File: config.mk
export PLATFORM = sky130hd
export DESIGN_NAME = ifu
export DESIGN_NICKNAME = d
export VERILOG_FILES = /design/src/rtl/ifu.sv
export SDC_FILE = /design/constraint.sdc
export NUM_CORES = 1
export LEC_CHECK = 0
export ABC_AREA = 0
export CAP_MARGIN = 25
export CORE_MARGIN = 2
export CORE_UTILIZATION = 45
export DETAILED_ROUTE_END_ITERATION = 10
export DONT_BUFFER_PORTS = 1
export GPL_TIMING_DRIVEN = 1
export PLACE_DENSITY_LB_ADDON = 0.08
export SYNTH_ARGS = -nofsm -noshare
export SYNTH_HDL_FRONTEND = slang
export SYNTH_SLANG_ARGS = --single-unit
export TNS_END_PERCENT = 20
File: constraint.sdc
create_clock -name clk -period 1.6 [get_ports clk]
set_clock_uncertainty 0.2 [all_clocks]
set_input_delay 0.08 -clock clk [delete_from_list [all_inputs] [get_ports clk]]
set_output_delay 0.08 -clock clk [all_outputs]
set_load 0.03 [all_outputs]
File: src/rtl/ifu.sv
// ============================================================================
//  Module   : ifu
//  Purpose  : Single-outstanding instruction fetch unit with ready/valid
//             memory handshake, held-instruction interface and sticky error.
//             Optional response watchdog enabled by macro IFU_TIMEOUT_EN.
//  Revision : 1.0 - initial release
// ============================================================================
`default_nettype none

module ifu #(
    parameter logic [31:0] RESET_PC       = 32'h8000_0000,
    parameter int          TIMEOUT_CYCLES = 256
) (
    input  logic        clk,
    input  logic        rst,
    input  logic [31:0] pc_in,
    input  logic        pc_we,
    output logic [31:0] pc,
    output logic [31:0] inst,
    output logic        inst_valid,
    output logic        ar_valid,
    input  logic        ar_ready,
    output logic [31:0] ar_addr,
    input  logic        r_valid,
    output logic        r_ready,
    input  logic [31:0] r_data,
    input  logic [1:0]  r_resp,
    output logic        fetch_err
);

    localparam logic [31:0] C_NOP = 32'h0000_0013;

    typedef enum logic [1:0] {
        S_REQ  = 2'd0,
        S_WAIT = 2'd1,
        S_HOLD = 2'd2,
        S_ERR  = 2'd3
    } state_t;

    state_t      state_q, state_d;
    logic [31:0] pc_q, pc_d;
    logic [31:0] inst_q, inst_d;
    logic        err_q, err_d;

    if (TIMEOUT_CYCLES < 1) begin : g_timeout_bad
        $error("ifu: TIMEOUT_CYCLES must be at least 1");
    end

`ifdef IFU_TIMEOUT_EN
    localparam int              WD_W    = $clog2(TIMEOUT_CYCLES + 1);
    localparam logic [WD_W-1:0] WD_LAST = WD_W'(TIMEOUT_CYCLES - 1);
    logic [WD_W-1:0] wd_q, wd_d;
`endif

    always_comb begin
        state_d = state_q;
        pc_d    = pc_q;
        inst_d  = inst_q;
        err_d   = err_q;
`ifdef IFU_TIMEOUT_EN
        wd_d    = wd_q;
`endif
        case (state_q)
            S_REQ: begin
                if (ar_ready) begin
                    state_d = S_WAIT;
`ifdef IFU_TIMEOUT_EN
                    wd_d    = '0;
`endif
                end
            end
            S_WAIT: begin
                if (r_valid) begin
                    if (r_resp == 2'b00) begin
                        inst_d  = r_data;
                        state_d = S_HOLD;
                    end else begin
                        state_d = S_ERR;
                        err_d   = 1'b1;
                    end
                end
`ifdef IFU_TIMEOUT_EN
                // The cycle that reaches the limit is itself the last WAIT cycle.
                else if (wd_q == WD_LAST) begin
                    state_d = S_ERR;
                    err_d   = 1'b1;
                end else begin
                    wd_d = wd_q + 1'b1;
                end
`endif
            end
            S_HOLD: begin
                if (pc_we) begin
                    pc_d = pc_in;
                    if (pc_in[1:0] == 2'b00) begin
                        state_d = S_REQ;
                    end else begin
                        state_d = S_ERR;
                        err_d   = 1'b1;
                    end
                end
            end
            S_ERR: begin
                state_d = S_ERR;
            end
            default: begin
                state_d = S_ERR;
                err_d   = 1'b1;
            end
        endcase
    end

    always_ff @(posedge clk) begin
        if (rst) begin
            state_q <= S_REQ;
            pc_q    <= RESET_PC;
            inst_q  <= C_NOP;
            err_q   <= 1'b0;
`ifdef IFU_TIMEOUT_EN
            wd_q    <= '0;
`endif
        end else begin
            state_q <= state_d;
            pc_q    <= pc_d;
            inst_q  <= inst_d;
            err_q   <= err_d;
`ifdef IFU_TIMEOUT_EN
            wd_q    <= wd_d;
`endif
        end
    end

    // Handshake outputs decode straight from state, so ar_valid and r_ready are exclusive.
    assign ar_valid   = (state_q == S_REQ);
    assign r_ready    = (state_q == S_WAIT);
    assign inst_valid = (state_q == S_HOLD);
    assign ar_addr    = pc_q;
    assign pc         = pc_q;
    assign inst       = inst_q;
    assign fetch_err  = err_q;

endmodule

`default_nettype wire

==> results.ini <==
[status]
status=complete, but fails checks
violations=negative hold slack

[synth]
yosys_warnings=0
netlist_instances=341
syn_nets=412
synth_cell_type_count=27
ys_seq_area_share_pct=48.1
synth_seq_cells=67
avgSynthCellArea_um2=8.18
syn_area_um2=2790

[timing]
rsz0062_at_grt=no
setup_viol=0
hold_viol=67
hold_slack_ns=-0.386
max_freq_ghz=0.658
slew_violations=0
min_period_ns=1.52
tns_ns=0
finalCritPeriodShare_pct=95.0
tightest_slew_ns=0.348
slew-limit-headroom_pct=76.8

[grt]
overflow=0
grt_max_degree=69
globalRouteTotalUtil_pct=18.5
antenna_found_initial=0
grt_pass1_vias=2096
grt_pass1_wl_um=9560

[setup_path]
critPathKind=reg2out
cp-endpoint=r_ready
cp.required_ns=1.32
r2r_cells=4
endpoint_kind=output port
crit_fanout=10
cp-startpoint=state_q[1]
start_kind=flip-flop
r2r_end=state_q[0]
r2r_start=state_q[0]
reg2reg_slack_ns=0.09
critPathArrivalTime_ns=1.24

[cells_and_area]
final_nets=422
syn_to_final_growth_pct=13.8
diodes=0
drive_gt1_share_pct=22.0

[routing]
vias_per_cell=5.23
wl_per_cell_um=14.9
drt-pass1-iter-count=4
antenna_left=0
drc=0
drt_iter0_drc=117
routed_wl_um=6390
num_vias=2248

[clocking]
cts_buffers=9
clockBufferDepth=2
htree_levels=3
clk-insertion-delay-late_ns=0.32
cts_tree=done
post_cts_buffers=0
cts_root_buffer=clkbuf_8
clkTransAtPathRegs_ns=0.07
cts_sinks=67

[pwr]
p_per_area_nw_per_um2=1160
total_power_mw=3.68
leakage_nw=1.19
ir_worst_vdd_v=0.000529

[die]
die_h_um=82.7
die_x_um=82.7
rows=28
core_um2=5960
num_io_pins=171
start_util_pct=46.8
die_area_um2=6850

[place]
port-buffer-count=0
finalWeightedCongestion=0.651
place_hpwl_um=4270

[hold_path]
min_path_type=in2reg

[flow_run]
max_cap_viol_count=0

## Yosys cell counts (all sizes together)
| cell | number | area (µm²) |
|---|---|---|
| o21a | 1 | 7.51 |
| nand2 | 65 | 244 |
| and3b | 2 | 17.5 |
| or3 | 1 | 6.26 |
| a211o | 3 | 26.3 |
| nor4b | 1 | 8.76 |
| dfxtp | 67 | 1340 |
| o221ai | 1 | 15.0 |
| o31ai | 1 | 7.51 |
| a21oi | 62 | 310 |
| clkbuf | 15 | 57.6 |
| nand2b | 1 | 6.26 |
| buf | 46 | 344 |
| nand3 | 29 | 145 |
| nor2b | 1 | 6.26 |
| mux2i | 1 | 10.0 |
| nor3 | 1 | 5.00 |
| or2 | 1 | 6.26 |
| inv | 2 | 7.51 |
| and3 | 3 | 18.8 |
| nor2 | 2 | 7.51 |
| o21ai | 31 | 155 |
| nand3b | 3 | 22.5 |
| or4b | 1 | 13.8 |
## cells in the final DEF, fill, tap and decap left out, types with 2 or more instances in the layout
cell type,instances
inv_1,2
nand3b_1,3
a211o_1,3
dfxtp_1,67
nand2_1,65
and3_1,3
nand3_1,29
buf_12,2
o21ai_0,31
buf_4,58
clkbuf_8,13
a21oi_1,62
## cells by family (layout without fill, tap and decap cells)
family / count (synthesis) / after routing / synth area share [%]
compound gates: 99 / 99 / 18.7
buf+inv: 63 / 77 / 14.7
flops: 67 / 67 / 48.1
mux: 1 / 1 / 0.359
simple gates: 111 / 111 / 18.2
## per-layer routing
layer  share of wire, %  track usage (%)  up-vias
li1                   -                -     1140
met1                 42             20.6      990
met2                 46             29.9      111
met3                 11             8.80        7
met4                1.3             8.36        0
met5                  0                0        -
## power breakdown
group	leakage [nW]	switching [mW]	internal (mW)	total (mW)
registers	0.542	0.0541	1.72	1.77
clock network	0.109	0.577	0.883	1.46
logic	0.539	0.298	0.148	0.446
total	1.19	0.929	2.75	3.68
## critical path, stage by stage, from the launching register on
cell and delay [ns]:
dfxtp_1 0.31, buf_4 0.15, nand2b_1 0.19, inv_1 0.26
## metrics by stage
step	worst slack [ns]	cells	cell area (µm²)	utilization (%)	hold slack, ns
global route	0.00970	430	3170	53.3	-0.419
CTS	0.0404	430	3170	53.3	-0.405
finish	0.0802	430	3170	53.3	-0.386
global placement	0.108	415	2960	49.7	-0.0440
detailed placement	0.0469	415	2960	49.7	-0.0421
floorplan	0.147	341	2790	-	0.00427
## flip-flops by register name (all words and copies together), names as in the netlist
name / count
ar_addr: 32
inst: 32
state_q: 2
fetch_err: 1
## worst min path at each step
| stage | to | startpoint | depth (start not counted) | slack (ns) |
|---|---|---|---|---|
| after floorplan | ar_addr[31] | pc_in[31] | 2 | 0.004 |
| after global placement | fetch_err | rst | 1 | -0.04 |
| after detailed placement | ar_addr[10] | rst | 1 | -0.04 |
| after CTS | ar_addr[18] | rst | 1 | -0.41 |
| after global routing | ar_addr[20] | rst | 1 | -0.42 |
| final | ar_addr[27] | rst | 1 | -0.39 |
## what timing repair did
| item | 4_1_cts | 5_1_grt |
|---|---|---|
| resized for setup | 0 | 1 |
| hold endpoints to repair | 67 | 67 |
| endpoints found under the setup margin | 0 | 22 |
## area by class of cell
cell class | count | area [µm²]
clock inverters | 1 | 30.0
flip-flops and latches | 67 | 1340
fillers | 597 | 2780
inverters | 2 | 7.51
well taps | 75 | 93.8
repair buffers | 60 | 475
multi-input cells | 211 | 1040
clock buffers | 14 | 183
No activity file was read; power rests on OpenSTA's default activity.
